File: src/rtl/shift_reg_sequencer_if.sv
// Command/data bundle between a controller and the shift-register sequencer.
// The sequencer side (slave) receives the command and returns register state and status.
interface shift_reg_sequencer_if #(
    parameter int WIDTH = 4,
    parameter int CNT_W = 3
);
    logic             start;
    logic [1:0]       op;
    logic [CNT_W-1:0] count;
    logic [WIDTH-1:0] din;
    logic             sin;
    logic [WIDTH-1:0] q;
    logic             sout;
    logic             busy;
    logic             done;

    modport master (
        output start, op, count, din, sin,
        input  q, sout, busy, done
    );

    modport slave (
        input  start, op, count, din, sin,
        output q, sout, busy, done
    );
endinterface

File: src/rtl/shift_reg_sequencer.sv
// Multi-step shift register: accepts load/shift/rotate commands in IDLE and
// executes them one step per clock through a LOAD/SHIFT/DONE Moore sequence.
module shift_reg_sequencer #(
    parameter int WIDTH = 4,
    parameter int CNT_W = 3
) (
    input  logic                   clk,
    input  logic                   rst_n,
    shift_reg_sequencer_if.slave   bus
);

    typedef enum logic [1:0] {
        ST_IDLE  = 2'b00,
        ST_LOAD  = 2'b01,
        ST_SHIFT = 2'b10,
        ST_DONE  = 2'b11
    } state_t;

    localparam logic [1:0] OP_LOAD = 2'b00;
    localparam logic [1:0] OP_SHR  = 2'b01;
    localparam logic [1:0] OP_SHL  = 2'b10;
    localparam logic [1:0] OP_ROR  = 2'b11;

    state_t           state_q, state_d;
    logic [WIDTH-1:0] q_q, q_d;
    logic             sout_q, sout_d;
    logic [CNT_W-1:0] cnt_q, cnt_d;
    logic [1:0]       op_q, op_d;
    logic [WIDTH-1:0] din_q, din_d;
    logic             busy_q, busy_d;
    logic             done_q, done_d;

    // One shift/rotate step; result is {bit_out, new_register}.
    function automatic logic [WIDTH:0] step_f(
        input logic [1:0]       op_i,
        input logic [WIDTH-1:0] q_i,
        input logic             sin_i
    );
        logic [WIDTH:0] res;
        case (op_i)
            OP_SHR:  res = {q_i[0], sin_i, q_i[WIDTH-1:1]};
            OP_SHL:  res = {q_i[WIDTH-1], q_i[WIDTH-2:0], sin_i};
            OP_ROR:  res = {q_i[0], q_i[0], q_i[WIDTH-1:1]};
            default: res = {1'b0, q_i};
        endcase
        return res;
    endfunction

    // Next-state, datapath and status decode.
    always_comb begin
        state_d = state_q;
        q_d     = q_q;
        sout_d  = sout_q;
        cnt_d   = cnt_q;
        op_d    = op_q;
        din_d   = din_q;
        case (state_q)
            ST_IDLE: begin
                if (bus.start) begin
                    op_d  = bus.op;
                    din_d = bus.din;
                    if (bus.op == OP_LOAD) begin
                        cnt_d   = {CNT_W{1'b0}};
                        state_d = ST_LOAD;
                    end else if (bus.count == {CNT_W{1'b0}}) begin
                        cnt_d   = {CNT_W{1'b0}};
                        state_d = ST_DONE;
                    end else begin
                        cnt_d   = bus.count;
                        state_d = ST_SHIFT;
                    end
                end else begin
                    state_d = ST_IDLE;
                end
            end
            ST_LOAD: begin
                q_d     = din_q;
                state_d = ST_DONE;
            end
            ST_SHIFT: begin
                {sout_d, q_d} = step_f(op_q, q_q, bus.sin);
                cnt_d         = cnt_q - CNT_W'(1);
                if (cnt_q == CNT_W'(1)) begin
                    state_d = ST_DONE;
                end else begin
                    state_d = ST_SHIFT;
                end
            end
            ST_DONE: begin
                state_d = ST_IDLE;
            end
            default: begin
                state_d = ST_IDLE;
            end
        endcase
        // Status flags are registered copies of the next-state decode.
        busy_d = (state_d == ST_LOAD) || (state_d == ST_SHIFT);
        done_d = (state_d == ST_DONE);
    end

    // State and output registers with synchronous active-low reset.
    always_ff @(posedge clk) begin
        if (!rst_n) begin
            state_q <= ST_IDLE;
            q_q     <= {WIDTH{1'b0}};
            sout_q  <= 1'b0;
            cnt_q   <= {CNT_W{1'b0}};
            op_q    <= 2'b00;
            din_q   <= {WIDTH{1'b0}};
            busy_q  <= 1'b0;
            done_q  <= 1'b0;
        end else begin
            state_q <= state_d;
            q_q     <= q_d;
            sout_q  <= sout_d;
            cnt_q   <= cnt_d;
            op_q    <= op_d;
            din_q   <= din_d;
            busy_q  <= busy_d;
            done_q  <= done_d;
        end
    end

    assign bus.q    = q_q;
    assign bus.sout = sout_q;
    assign bus.busy = busy_q;
    assign bus.done = done_q;

endmodule

File: src/flat_wrapper.sv
// flat-port wrapper written by rule: the top's interface ports become plain ports
module shift_reg_sequencer_flat 
#(
    parameter int WIDTH = 4,
    parameter int CNT_W = 3
)
  (clk, rst_n, bus_start, bus_op, bus_count, bus_din, bus_sin, bus_q, bus_sout, bus_busy, bus_done);
  shift_reg_sequencer_if #(.WIDTH(WIDTH), .CNT_W(CNT_W)) bus_i ();
  input  logic clk;
  input  logic rst_n;
  input wire logic [$bits(bus_i.start)-1:0] bus_start;
  input wire logic [$bits(bus_i.op)-1:0] bus_op;
  input wire logic [$bits(bus_i.count)-1:0] bus_count;
  input wire logic [$bits(bus_i.din)-1:0] bus_din;
  input wire logic [$bits(bus_i.sin)-1:0] bus_sin;
  output wire logic [$bits(bus_i.q)-1:0] bus_q;
  output wire logic [$bits(bus_i.sout)-1:0] bus_sout;
  output wire logic [$bits(bus_i.busy)-1:0] bus_busy;
  output wire logic [$bits(bus_i.done)-1:0] bus_done;
  assign bus_i.start = bus_start;
  assign bus_i.op = bus_op;
  assign bus_i.count = bus_count;
  assign bus_i.din = bus_din;
  assign bus_i.sin = bus_sin;
  assign bus_q = bus_i.q;
  assign bus_sout = bus_i.sout;
  assign bus_busy = bus_i.busy;
  assign bus_done = bus_i.done;
  shift_reg_sequencer #(.WIDTH(WIDTH), .CNT_W(CNT_W)) u_core (.clk(clk), .rst_n(rst_n), .bus(bus_i));
endmodule
File: config.mk
export PLATFORM = sky130hd
export DESIGN_NAME = shift_reg_sequencer_flat
export DESIGN_NICKNAME = d
export VERILOG_FILES = /design/src/rtl/shift_reg_sequencer_if.sv /design/src/rtl/shift_reg_sequencer.sv /design/src/flat_wrapper.sv
export SDC_FILE = /design/constraint.sdc
export NUM_CORES = 1
export LEC_CHECK = 0
export BUFFER_PORTS_ARGS = -buffer_cell sky130_fd_sc_hd__buf_4
export CAP_MARGIN = 10
export CORE_ASPECT_RATIO = 1.4
export CORE_MARGIN = 10
export CORE_UTILIZATION = 47
export CTS_BUF_LIST = sky130_fd_sc_hd__clkbuf_4 sky130_fd_sc_hd__clkbuf_8
export CTS_CLUSTER_SIZE = 40
export DETAILED_ROUTE_END_ITERATION = 10
export GPL_TIMING_DRIVEN = 0
export PLACE_DENSITY = 0.7
export SYNTH_ARGS = -nofsm -noshare
export SYNTH_HDL_FRONTEND = slang
export SYNTH_SLANG_ARGS = --single-unit
export TNS_END_PERCENT = 5
File: constraint.sdc
create_clock -name clk -period 3.78 [get_ports clk]
set_input_delay 0.189 -clock clk [delete_from_list [all_inputs] [get_ports clk]]
set_output_delay 0.189 -clock clk [all_outputs]
set_load 0.05 [all_outputs]
==> flow_summary.html <==
<table>
<tr><th>Metric</th><th>Value</th></tr>
<tr><th colspan="2">Synth</th></tr>
<tr><td>Yosys cell types</td><td>24</td></tr>
<tr><td>Register bit count reported by yosys</td><td>18</td></tr>
<tr><td>Count of yosys warnings during synthesis</td><td>0</td></tr>
<tr><td>Most area-hungry cell type in the Yosys netlist</td><td>dfxtp_1</td></tr>
<tr><td>Synthesized area per cell</td><td>8.047 µm²</td></tr>
<tr><td>Post-synthesis instance area</td><td>933.4 µm²</td></tr>
<tr><td>Share of the yosys chip area belonging to registers</td><td>0.3861</td></tr>
<tr><td>Synth top area cells</td><td>dfxtp_1, ha_1, a21oi_1</td></tr>
<tr><td>Mapped Cells</td><td>between 100 and 150</td></tr>
<tr><td>Area share of the largest cell type after synthesis</td><td>0.3861</td></tr>
<tr><td>Mapped Nets</td><td>139</td></tr>
<tr><th colspan="2">Die</th></tr>
<tr><td>Die footprint</td><td>~4200 µm²</td></tr>
<tr><td>Initial core utilization</td><td>0.4847</td></tr>
<tr><td>Floorplan die width</td><td>around 58 µm</td></tr>
<tr><td>Total core area</td><td>between 1500 and 2000 µm²</td></tr>
<tr><td>Number of primary I/O pins</td><td>20</td></tr>
<tr><td>Chip height</td><td>between 70 and 80 µm</td></tr>
<tr><td>Site row count</td><td>19</td></tr>
<tr><th colspan="2">Cells and area</th></tr>
<tr><td>Ratio of cells with drive above 1 in the final layout</td><td>0.1812</td></tr>
<tr><td>Util after Layout</td><td>0.5841</td></tr>
<tr><td>Nets</td><td>163</td></tr>
<tr><td>Antenna Diode Count</td><td>0</td></tr>
<tr><td>Commonest cells after routing, fill and taps aside</td><td>a21oi_1, buf_4, dfxtp_1</td></tr>
<tr><td>Fin area</td><td>about 1100 µm²</td></tr>
<tr><td>Most common cell after layout, fill and taps aside</td><td>a21oi_1</td></tr>
<tr><td>Area delta synth-&gt;final</td><td>20.51%</td></tr>
<tr><th colspan="2">Clock tree</th></tr>
<tr><td>Worst-case clock buffer depth</td><td>2</td></tr>
<tr><td>CTS tree</td><td>built</td></tr>
<tr><td>CTS clk-pin slew, worst paths</td><td>about 0.090 ns</td></tr>
<tr><td>Clock network latency to the later pin of the worst-skew pair</td><td>0.28 ns</td></tr>
<tr><td>Number of CTS-inserted buffers</td><td>3</td></tr>
<tr><td>Number of cells upsized or downsized after cts</td><td>0</td></tr>
<tr><td>Root Driver</td><td>clkbuf_4</td></tr>
<tr><td>Post-CTS Setup Inserts</td><td>0</td></tr>
<tr><td>Sink Count</td><td>18</td></tr>
<tr><td>Number of hold buffers added after CTS</td><td>0</td></tr>
<tr><td>Htree depth</td><td>1</td></tr>
<tr><th colspan="2">STA</th></tr>
<tr><td>Period utilization</td><td>0.4783</td></tr>
<tr><td>Layout Skew</td><td>around 0.0013 ns</td></tr>
<tr><td>Final hold vios</td><td>0</td></tr>
<tr><td>Max Fclk</td><td>0.5531 GHz</td></tr>
<tr><td>Pins Over Slew Limit</td><td>0</td></tr>
<tr><td>Final setup TNS</td><td>0 ns</td></tr>
<tr><td>Worst slew pin tran</td><td>approximately 0.54 ns</td></tr>
<tr><td>Endpoints failing setup</td><td>0</td></tr>
<tr><td>Fin crit period</td><td>1.808 ns</td></tr>
<tr><td>RSZ-0062 raised after global routing</td><td>no</td></tr>
<tr><td>Worst relative slew slack</td><td>0.6376</td></tr>
<tr><th colspan="2">Route</th></tr>
<tr><td>DR pass1 iterations</td><td>4</td></tr>
<tr><td>WL final</td><td>approximately 2.2 mm</td></tr>
<tr><td>DR iter-0 viols</td><td>26</td></tr>
<tr><td>Post-detailed-route count of antenna-violating nets</td><td>0</td></tr>
<tr><td>Detailed-route vias per instance</td><td>5.403</td></tr>
<tr><td>Number of vias after detailed routing</td><td>approximately 860</td></tr>
<tr><td>WL/cell</td><td>approximately 14 µm</td></tr>
<tr><td>Total DRC errors in the routed layout</td><td>0</td></tr>
<tr><th colspan="2">Setup path</th></tr>
<tr><td>Critical Path, Cell by Cell</td><td>inv_1 &gt; ha_1 &gt; and2_1 &gt; clkbuf_2 &gt; o21ai_0 &gt; o21ai_0 &gt; ha_1 &gt; and2_1</td></tr>
<tr><td>Critical path class</td><td>reg2reg</td></tr>
<tr><td>Worst path bufs/invs</td><td>2</td></tr>
<tr><td>Worst setup EP type</td><td>flip-flop</td></tr>
<tr><td>Critical path required time</td><td>slightly below 4 ns</td></tr>
<tr><td>Slowest stage cell on the critical path</td><td>dfxtp_1</td></tr>
<tr><td>Worst endpoint data arrival time</td><td>about 2.0 ns</td></tr>
<tr><td>Category of cells accounting for the largest share of critical-path delay</td><td>adder cells</td></tr>
<tr><td>Startpoint class of the critical path</td><td>flip-flop</td></tr>
<tr><td>Critical path fanouts, max</td><td>8</td></tr>
<tr><td>Largest stage delay on the critical path</td><td>0.34 ns</td></tr>
<tr><th colspan="2">GRT</th></tr>
<tr><td>Number of global-route vias before repair</td><td>approximately 900</td></tr>
<tr><td>Pin count of the biggest net entering global routing</td><td>11</td></tr>
<tr><td>Overflow after GRT</td><td>0</td></tr>
<tr><td>First-pass GRT wire length</td><td>~3.7 mm</td></tr>
<tr><td>Number of antenna violations at the first check in global routing</td><td>0</td></tr>
<tr><td>Global router's overall resource usage</td><td>0.1063</td></tr>
<tr><th colspan="2">Placement</th></tr>
<tr><td>Cell area after placement</td><td>around 1100 µm²</td></tr>
<tr><td>Number of I/O port buffers</td><td>19</td></tr>
<tr><td>Placer's final routability congestion estimate</td><td>0.9340</td></tr>
<tr><td>Detail Placement HPWL</td><td>~1.8 mm</td></tr>
<tr><th colspan="2">Power</th></tr>
<tr><td>Static power due to leakage</td><td>between 0.0004 and 0.0005 µW</td></tr>
<tr><td>IR Drop Worst-Case VDD</td><td>between 0.0002 and 0.00025 V</td></tr>
<tr><td>Pwr dens</td><td>approximately 380 nW/µm²</td></tr>
<tr><th colspan="2">Flow run</th></tr>
<tr><td>Reported max-cap violation count</td><td>0</td></tr>
<tr><th colspan="2">Min path</th></tr>
<tr><td>Hold WC Path Type</td><td>in2reg</td></tr>
<tr><th colspan="2">Outcome</th></tr>
<tr><td>Run status</td><td>complete, no violations</td></tr>
</table>
## cell usage after synthesis
cell type  instances
clkbuf_2           1
o211ai_1           1
a31oi_1            1
o21a_4             1
nor2_1             7
a21oi_1           21
a32oi_1            1
clkinv_1           1
a211oi_1           2
inv_1              9
inv_2              1
nand2_1           17
o21ai_0           12
dfxtp_1           18
and3_1             1
a222oi_1           1
nor3_1             1
ha_1              10
or2b_1             1
and2_1             5
a211o_1            1
o211a_1            1
a221oi_1           1
nand2b_1           1
## kinds of logic after synthesis
logic type / synth area share
compound gates: 0.2735
simple gates: 0.1568
flops: 0.3861
buf+inv: 0.04958
fa+ha+maj: 0.1340
## registers in the layout, summed over array words and instances, names as in the netlist
name and cells:
u_core.bus.busy 1, u_core.bus.done 1, u_core.bus.q 4, u_core.bus.sout 1, u_core.cnt_q 3, u_core.din_q 4
u_core.op_q 2, u_core.state_q 2
## cell type report
type / count / area (µm²)
Buffer: 1 / 5.005
Multi-Input combinational cell: 86 / 526.8
Timing Repair Buffer: 19 / 142.6
Clock buffer: 3 / 22.52
Inverter: 11 / 41.29
Fill cell: 197 / 800.8
Tap cell: 21 / 26.28
Sequential cell: 18 / 360.3
## through the flow
stage | std cells | setup WS (ns) | power, µW | hold slack [ns]
CTS | 159 | 1.963 | 430.2 | 0.1446
global placement | 156 | 1.977 | 338.6 | 0.4357
floorplan | 116 | 2.173 | 300.8 | 0.3107
finish | 159 | 1.972 | 426.2 | 0.1506
global route | 159 | 1.816 | 453.6 | 0.1408
detailed placement | 156 | 1.987 | 341.2 | 0.4503
## layer usage
metal / up-vias / GRT usage / wire, µm
met2: 14 / 0.1962 / 1134
met3: 2 / 0.02962 / 126
met5: - / 0 / 0
li1: 447 / - / -
met1: 396 / 0.1029 / 878
met4: 0 / 0.05497 / 16
## tightest hold or removal path, stage by stage
cell,delay (ns)
buf_4,0.11
nand2_1,0.04
a21oi_1,0.05
## report_power, final
group	total [µW]	internal, µW	switching [µW]
registers	218	206	12.0
logic	118	45.0	73.3
clock network	89.9	36.9	53.0
## final timing paths
path                                   startpoint               to  slack (ns)  depth (start not counted)
worst max-delay path            u_core.state_q[0]  u_core.bus.busy        1.97                          8
worst min register to register    u_core.din_q[3]  u_core.din_q[3]        0.47                          2
worst max register to register  u_core.state_q[0]  u_core.bus.busy        1.97                          8
worst min-delay path                   bus_din[3]  u_core.din_q[3]        0.15                          3
(Power assumes the default switching activity.)
